<file path="src/rtl/pipelined_control_unit_pkg.sv">
// pipelined_control_unit_pkg: opcode/funct codes, ALU and control-word constants, PCSrc codes and
// HI/LO sequencer states shared by the ID-stage control unit.
package pipelined_control_unit_pkg;
  localparam logic [5:0] OP_R    = 6'h00;
  localparam logic [5:0] OP_R2   = 6'h1C;
  localparam logic [5:0] OP_J    = 6'h02;
  localparam logic [5:0] OP_JAL  = 6'h03;
  localparam logic [5:0] OP_BEQ  = 6'h04;
  localparam logic [5:0] OP_BNE  = 6'h05;
  localparam logic [5:0] OP_ADDI = 6'h08;
  localparam logic [5:0] OP_ORI  = 6'h0D;
  localparam logic [5:0] OP_LUI  = 6'h0F;
  localparam logic [5:0] OP_LW   = 6'h23;
  localparam logic [5:0] OP_SW   = 6'h2B;
  localparam logic [5:0] FN_SLL  = 6'h00;
  localparam logic [5:0] FN_JR   = 6'h08;
  localparam logic [5:0] FN_MFHI = 6'h10;
  localparam logic [5:0] FN_MFLO = 6'h12;
  localparam logic [5:0] FN_DIV  = 6'h1A;
  localparam logic [5:0] FN_ADD  = 6'h20;
  localparam logic [5:0] FN_SUB  = 6'h22;
  localparam logic [5:0] FN_SLT  = 6'h2A;
  localparam logic [5:0] FN_MUL  = 6'h02;
  localparam logic [2:0] ALU_NOP = 3'd0;
  localparam logic [2:0] ALU_OR  = 3'd1;
  localparam logic [2:0] ALU_ADD = 3'd2;
  localparam logic [2:0] ALU_SLL = 3'd3;
  localparam logic [2:0] ALU_LUI = 3'd4;
  localparam logic [2:0] ALU_SUB = 3'd6;
  localparam logic [2:0] ALU_SLT = 3'd7;
  localparam logic [1:0] PC_SEQ    = 2'd0;
  localparam logic [1:0] PC_JUMP   = 2'd1;
  localparam logic [1:0] PC_BRANCH = 2'd2;
  localparam logic [1:0] PC_REG    = 2'd3;
  typedef enum logic [1:0] {MD_IDLE, MD_BUSY, MD_DONE} md_state_e;
  typedef struct packed {
    logic alu_src;
    logic reg_dst;
    logic no_dest;
    logic mem_write;
    logic mem_read;
    logic mem_to_reg;
    logic reg_write;
  } dp_t;
  localparam dp_t DP_NOP    = dp_t'(7'b0000000);
  localparam dp_t DP_RTYPE  = dp_t'(7'b0100001);
  localparam dp_t DP_NODEST = dp_t'(7'b0010000);
  localparam dp_t DP_IMM    = dp_t'(7'b1000001);
  localparam dp_t DP_LOAD   = dp_t'(7'b1000111);
  localparam dp_t DP_STORE  = dp_t'(7'b1011000);
  localparam dp_t DP_LINK   = dp_t'(7'b0000001);
endpackage

</file>
<file path="src/rtl/pipelined_control_unit_muldiv_sequencer.sv">
// muldiv_sequencer: IDLE/BUSY/DONE counter FSM tracking the HI/LO unit; issues the start pulse
// and the one-cycle HI/LO write strobe at completion.
module muldiv_sequencer
  import pipelined_control_unit_pkg::*;
#(
  parameter int MUL_CYCLES = 4,
  parameter int DIV_CYCLES = 32,
  parameter int CNT_W      = 6
) (
  input  logic clock,
  input  logic reset_n,
  input  logic issue,
  input  logic op_div,
  output logic start,
  output logic hilo_write,
  output logic busy,
  output logic done
);
  localparam logic [CNT_W-1:0] ONE = CNT_W'(1);
  md_state_e state_q, state_d;
  logic [CNT_W-1:0] cnt_q, cnt_d, lat;
  assign lat = op_div ? CNT_W'(DIV_CYCLES) : CNT_W'(MUL_CYCLES);
  assign start = issue & reset_n;
  assign busy = state_q == MD_BUSY;
  assign done = state_q == MD_DONE;
  assign hilo_write = done;
  // A start in DONE reloads the counter, giving back-to-back issue.
  always_comb begin
    state_d = state_q;
    cnt_d = cnt_q;
    if (start) begin
      state_d = (lat == ONE) ? MD_DONE : MD_BUSY;
      cnt_d = lat - ONE;
    end else if (busy) begin
      state_d = (cnt_q == ONE) ? MD_DONE : MD_BUSY;
      cnt_d = cnt_q - ONE;
    end else if (done) begin
      state_d = MD_IDLE;
    end
  end
  always_ff @(posedge clock or negedge reset_n) begin
    if (!reset_n) begin
      state_q <= MD_IDLE;
      cnt_q <= '0;
    end else begin
      state_q <= state_d;
      cnt_q <= cnt_d;
    end
  end
endmodule

</file>
<file path="src/rtl/pipelined_control_unit.sv">
// pipelined_control_unit: ID-stage decode, branch/jump resolution, ID/EX control register and HI/LO stall.
// Optional CTRL_ILLEGAL_TRAP_EN: unknown encodings raise Illegal and redirect to the jump target.
module pipelined_control_unit
  import pipelined_control_unit_pkg::*;
#(
  parameter int MUL_CYCLES = 4,
  parameter int DIV_CYCLES = 32,
  parameter int CNT_W      = 6,
  parameter int ALUCTRL_W  = 3
) (
  input  logic                 clock,
  input  logic                 reset_n,
  input  logic [5:0]           Opcode,
  input  logic [5:0]           Funct,
  input  logic                 Cmp_RsRt,
  input  logic                 Hazard_Stall,
  output logic                 PC_Write,
  output logic                 IFID_Write,
  output logic                 IF_Flush,
  output logic [1:0]           PCSrc,
  output logic                 SignExt,
  output logic                 MulDiv_Start,
  output logic                 MulDiv_Op,
  output logic                 HiLo_Write,
  output logic [ALUCTRL_W-1:0] EX_ALUCtrl,
  output logic                 EX_ALUSrc,
  output logic                 EX_RegDst,
  output logic                 EX_NoDest,
  output logic                 EX_MemWrite,
  output logic                 EX_MemRead,
  output logic                 EX_MemtoReg,
  output logic                 EX_RegWrite,
  output logic                 Illegal
);
`ifdef CTRL_ILLEGAL_TRAP_EN
  localparam bit TRAP_EN = 1'b1;
`else
  localparam bit TRAP_EN = 1'b0;
`endif
  localparam logic [ALUCTRL_W-1:0] A_NOP = ALUCTRL_W'(ALU_NOP);
  localparam logic [ALUCTRL_W-1:0] A_OR  = ALUCTRL_W'(ALU_OR);
  localparam logic [ALUCTRL_W-1:0] A_ADD = ALUCTRL_W'(ALU_ADD);
  localparam logic [ALUCTRL_W-1:0] A_SLL = ALUCTRL_W'(ALU_SLL);
  localparam logic [ALUCTRL_W-1:0] A_LUI = ALUCTRL_W'(ALU_LUI);
  localparam logic [ALUCTRL_W-1:0] A_SUB = ALUCTRL_W'(ALU_SUB);
  localparam logic [ALUCTRL_W-1:0] A_SLT = ALUCTRL_W'(ALU_SLT);
  logic [ALUCTRL_W-1:0] alu, ex_alu_q, ex_alu_d;
  dp_t dp, ex_dp_q, ex_dp_d;
  logic illegal_q, illegal_d;
  logic is_beq, is_bne, is_j, is_jr, is_md, is_div, is_mf, known;
  logic md_busy, md_done, hilo_stall, stall, taken, trap;
  always_comb begin
    alu = A_NOP;
    dp = DP_NOP;
    is_beq = 1'b0;
    is_bne = 1'b0;
    is_j = 1'b0;
    is_jr = 1'b0;
    is_md = 1'b0;
    is_div = 1'b0;
    is_mf = 1'b0;
    known = 1'b1;
    case (Opcode)
      OP_R:
        case (Funct)
          FN_ADD: begin alu = A_ADD; dp = DP_RTYPE; end
          FN_SUB: begin alu = A_SUB; dp = DP_RTYPE; end
          FN_SLL: begin alu = A_SLL; dp = DP_RTYPE; end
          FN_SLT: begin alu = A_SLT; dp = DP_RTYPE; end
          FN_MFHI, FN_MFLO: begin dp = DP_RTYPE; is_mf = 1'b1; end
          FN_DIV: begin dp = DP_NODEST; is_md = 1'b1; is_div = 1'b1; end
          FN_JR: begin dp = DP_NODEST; is_jr = 1'b1; end
          default: known = 1'b0;
        endcase
      OP_R2:
        if (Funct == FN_MUL) begin
          dp = DP_NODEST;
          is_md = 1'b1;
        end else begin
          known = 1'b0;
        end
      OP_ADDI: begin alu = A_ADD; dp = DP_IMM; end
      OP_LUI: begin alu = A_LUI; dp = DP_IMM; end
      OP_ORI: begin alu = A_OR; dp = DP_IMM; end
      OP_BEQ: begin alu = A_SUB; dp = DP_NODEST; is_beq = 1'b1; end
      OP_BNE: begin alu = A_SUB; dp = DP_NODEST; is_bne = 1'b1; end
      OP_J: begin dp = DP_NODEST; is_j = 1'b1; end
      OP_JAL: begin alu = A_ADD; dp = DP_LINK; is_j = 1'b1; end
      OP_LW: begin alu = A_ADD; dp = DP_LOAD; end
      OP_SW: begin alu = A_ADD; dp = DP_STORE; end
      default: known = 1'b0;
    endcase
  end
  // MFHI/MFLO must also wait through DONE: HI/LO is only written at the end of that cycle.
  assign hilo_stall = ((is_mf | is_md) & md_busy) | (is_mf & md_done);
  assign stall = Hazard_Stall | hilo_stall;
  assign taken = (is_beq & Cmp_RsRt) | (is_bne & ~Cmp_RsRt);
  assign trap = TRAP_EN & ~known;
  assign PC_Write = ~stall;
  assign IFID_Write = ~stall;
  assign IF_Flush = ~stall & (taken | is_j | is_jr | trap);
  assign PCSrc = stall ? PC_SEQ : is_jr ? PC_REG : (is_j | trap) ? PC_JUMP : taken ? PC_BRANCH : PC_SEQ;
  assign SignExt = ~(Opcode == OP_ORI || Opcode == OP_LUI);
  assign MulDiv_Op = is_div;
  muldiv_sequencer #(
    .MUL_CYCLES(MUL_CYCLES),
    .DIV_CYCLES(DIV_CYCLES),
    .CNT_W(CNT_W)
  ) u_seq (
    .clock(clock),
    .reset_n(reset_n),
    .issue(is_md & ~stall),
    .op_div(is_div),
    .start(MulDiv_Start),
    .hilo_write(HiLo_Write),
    .busy(md_busy),
    .done(md_done)
  );
  always_comb begin
    ex_alu_d = stall ? A_NOP : alu;
    ex_dp_d = stall ? DP_NOP : dp;
    illegal_d = trap & ~stall;
  end
  always_ff @(posedge clock or negedge reset_n) begin
    if (!reset_n) begin
      ex_alu_q <= A_NOP;
      ex_dp_q <= DP_NOP;
      illegal_q <= 1'b0;
    end else begin
      ex_alu_q <= ex_alu_d;
      ex_dp_q <= ex_dp_d;
      illegal_q <= illegal_d;
    end
  end
  assign EX_ALUCtrl = ex_alu_q;
  assign EX_ALUSrc = ex_dp_q.alu_src;
  assign EX_RegDst = ex_dp_q.reg_dst;
  assign EX_NoDest = ex_dp_q.no_dest;
  assign EX_MemWrite = ex_dp_q.mem_write;
  assign EX_MemRead = ex_dp_q.mem_read;
  assign EX_MemtoReg = ex_dp_q.mem_to_reg;
  assign EX_RegWrite = ex_dp_q.reg_write;
  assign Illegal = illegal_q;
endmodule
</file>
<file path="config.mk">
export PLATFORM = sky130hd
export DESIGN_NAME = pipelined_control_unit
export DESIGN_NICKNAME = d
export VERILOG_FILES = /design/src/rtl/pipelined_control_unit_pkg.sv /design/src/rtl/pipelined_control_unit_muldiv_sequencer.sv /design/src/rtl/pipelined_control_unit.sv
export SDC_FILE = /design/constraint.sdc
export NUM_CORES = 1
export LEC_CHECK = 0
export CAP_MARGIN = 20
export CORE_ASPECT_RATIO = 0.75
export CORE_UTILIZATION = 45
export CTS_BUF_LIST = sky130_fd_sc_hd__clkbuf_2 sky130_fd_sc_hd__clkbuf_4 sky130_fd_sc_hd__clkbuf_8
export CTS_CLUSTER_SIZE = 12
export DETAILED_ROUTE_END_ITERATION = 7
export PLACE_DENSITY = 0.85
export SYNTH_ARGS = -nofsm -noshare
export SYNTH_HDL_FRONTEND = slang
export SYNTH_SLANG_ARGS = --single-unit
</file>
<file path="constraint.sdc">
create_clock -name clock -period 2 [get_ports clock]
set_input_delay 0.4 -clock clock [delete_from_list [all_inputs] [get_ports clock]]
set_output_delay 0.4 -clock clock [all_outputs]
set_load 0.02 [all_outputs]
</file>
==> results of run 1 <==
## logic make-up (layout without fill, tap and decap cells)
family                   Yosys count  after routing
AND/OR/NAND/NOR                   77             77
AO/OA/AOI/OAI                     35             35
buffers and inverters             24            101
flip-flops                        17             17
XOR/XNOR                           6              6
adder cells (fa/ha/maj)            4              4
other                              1              1
multiplexers                       1              1
## power groups by stage
stage | Sequential (uW) | Clock, uW | Combinational (uW)
final | 370 | 262 | 255
after global routing | 372 | 285 | 274
after CTS | 370 | 267 | 245
after detailed placement | 376 | 0 | 227
after global placement | 376 | 0 | 220
after floorplan | 377 | 0 | 109
## critical path: cells and delay by family, from the launching register on
family | cells | cell delay (ns)
compound gates | 2 | 0.28
simple gates | 2 | 0.37
fa+ha+maj | 1 | 0.13
buf+inv | 3 | 0.41
flops | 1 | 0.41
## state kept, by name (all words and copies together), names as in the netlist
| name | flops |
|---|---|
| EX_RegDst | 1 |
| EX_ALUCtrl | 3 |
| EX_MemWrite | 1 |
| EX_MemRead | 1 |
| u_seq.state_q | 2 |
| u_seq.cnt_q | 6 |
| EX_RegWrite | 1 |
| EX_ALUSrc | 1 |
| EX_NoDest | 1 |
## cells in the mapped netlist, drive strengths merged
master / number
conb: 1
a221o: 1
ha: 4
inv: 11
or3: 1
a22oi: 1
nor2: 14
o211ai: 2
nand2: 13
mux2: 1
clkbuf: 6
nand4: 5
a32oi: 2
o31ai: 1
and2: 1
a41oi: 1
nor4b: 2
o31a: 1
nor3b: 2
nor3: 10
a2111oi: 2
a21oi: 10
buf: 7
o21a: 2
a21boi: 1
dfrtp: 17
or2: 3
and3: 2
and4: 2
or4: 1
xnor2: 2
o21ai: 11
xor2: 4
nor2b: 4
nor4: 4
and4b: 1
nand2b: 4
nand3: 8
## final timing paths
path,to,depth (start not counted)
max in group asynchronous,EX_ALUCtrl[0]$_DFF_PN0_,2
worst min register to register,u_seq.cnt_q[1]$_DFFE_PN0P_,2
min in group asynchronous,u_seq.cnt_q[2]$_DFFE_PN0P_,2
worst max register to register,u_seq.state_q[0]$_DFFE_PN0P_,10
worst max-delay path,IF_Flush,8
worst min-delay path,u_seq.cnt_q[1]$_DFFE_PN0P_,2
## area by class of cell
cell class	instances	area, sq um	area share
multi-input cells	124	953	0.428
repair buffers	86	711	0.319
flip-flops and latches	17	425	0.191
well taps	38	47.5	0.0213
inverters	11	43.8	0.0197
clock buffers	3	41.3	0.0185
clock inverters	1	5.00	0.00225
## metrics by stage
stage | hold WS (ns) | area (sq um) | setup WS, ns
after detailed placement | 0.528 | 2000 | -0.917
after floorplan | 0.104 | 1400 | 0.00972
after global placement | 0.519 | 2000 | -0.863
after global routing | 0.587 | 2230 | -0.305
final | 0.544 | 2230 | -0.250
after CTS | 0.547 | 2210 | -0.144
## layer usage
layer  wire (um)  vias up  GRT usage
met5           0        -          0
li1            -      736          -
met2        2110       78      0.481
met3         260       11     0.0208
met4         129        0      0.113
met1        1920      736      0.400
## repair_timing
action                     CTS  global route
resized for setup           94             7
setup endpoints to repair   18            11
pin swaps                   11             3
setup buffers               15             1
==> impl_metrics.ini, run 1 <==
[status]
status = finished, violations left
violations = setup timing

[clock_network]
htree_levels = 1
clk_transition_reported_paths_ns = 0.07
clock-sinks = 17
insertion_delay_ns = 0.26
clockRootBuffer = clkbuf_8
hold_buffers = 0
cts_buffer_depth = 2
numCtsBuffers = 3
tritoncts = yes

[setup_path]
critPathLaunch = u_seq.state_q[0]$_DFFE_PN0P_
crit_arrival_ns = 1.85
critPathRequiredTime_ns = 1.60
critPathMaxFanout = 4
reg2reg_slack_ns = 0.04
path_cells = inv_2 > ha_4 > nor3b_4 > nand4_2 > a22oi_2 > buf_6 > a21oi_2 > buf_4
path_class = reg -> out
end_kind = output port
regToRegStartpoint = u_seq.state_q[0]$_DFFE_PN0P_
critPathSlowestCell = dfrtp_1
slowest_delay_ns = 0.41
start_kind = flip-flop

[layout]
fillerInstances = 193
antennaDiodeCount = 0
final_cells = 280
final_core_util = 0.759
drive_above_1_share = 0.417
num-nets-final = 263
final_cell_mix = 51 x buf_4, 17 x dfrtp_1, 14 x clkdlybuf4s50_1
layout_commonest_cell = buf_4
area_delta_synth_final_pct = 61.4

[global_route]
antenna_found_initial = 0
grt_usage = 0.293
grt_pass1_vias = 1517
grt.overflow.total = 0
grt_pass1_wl_um = 7160
grt_max_degree = 20

[timing]
post-route-period-util = 1.13
tightest_slew_ns = 0.536
slew_violations = 0
finalCriticalPeriod_ns = 2.25
fin_skew_ns = 0.00716
hold_viol_final = 0
rsz0062_at_grt = yes
finalSetupViolCount = 7
finalSetupTns_ns = -1.37
slew_headroom = 0.633
timing.fmax_ghz = 0.444
setup_slack_ns = -0.250

[place]
gp_congestion = 0.863
dp_hpwl_um = 3090
place_inst = 261
numPortBuffers = 34

[route]
drt_iter0_drc = 172
num_vias = 1561
drt-wirelength-per-cell_um = 15.8
final_antenna_net_count = 0
drt_pass1_iterations = 5
via_per_inst = 5.58
drc = 0
wirelength_um = 4430

[synthesis]
ys_top_cells_by_area = dfrtp_1 31%, a21oi_1 3.6%, ha_1 3.6%
ys_ff_latch = 17
synth_fa_ha_area_frac = 0.0363
synth_area_sq_um = 1380
synth-simple-area-share = 0.344
syn_nets = 185
synth-warning-count = 0
synth_top_area_share = 0.308
synth-xor-area-share = 0.0381
synth_top_family_by_area = simple AND/OR/NAND/NOR gates
ys_types = 51
syn_area_per_cell_sq_um = 8.36
yosys-mux-area-fraction = 0.0109
syn_inst = 165
synth-compound-area-share = 0.180
ys_seq_area_frac = 0.308
synth_top_cell_by_area = dfrtp_1

[power_and_ir_drop]
p_sw_frac = 0.308
power_density_nw_per_um2 = 398
peakVddDrop_v = 0.000207
seqPwrFrac = 0.417
leakagePower_uw = 0.00101
internal_power_uw = 614
p_comb_frac = 0.288
p_clk_frac = 0.295
p_switching_uw = 273
power_uw = 888

[hold_path]
worstHoldStart = u_seq.cnt_q[1]$_DFFE_PN0P_
hp-class = reg -> reg

[floorplanning]
rows = 17
start_util = 0.470
die_area_sq_um = 3290
die_h_um = 50.0
pin_count = 36
coreArea_sq_um = 2940
die_w_um = 65.9

[job]
maxCapViolations = 0
Power figures use the tool's default switching activity.
==> run 2, diff against run 1 <==
- CAP_MARGIN: 20 -> default
==> results of run 2 <==
The final DEF is identical to that of run 1; final timing and power are the same.
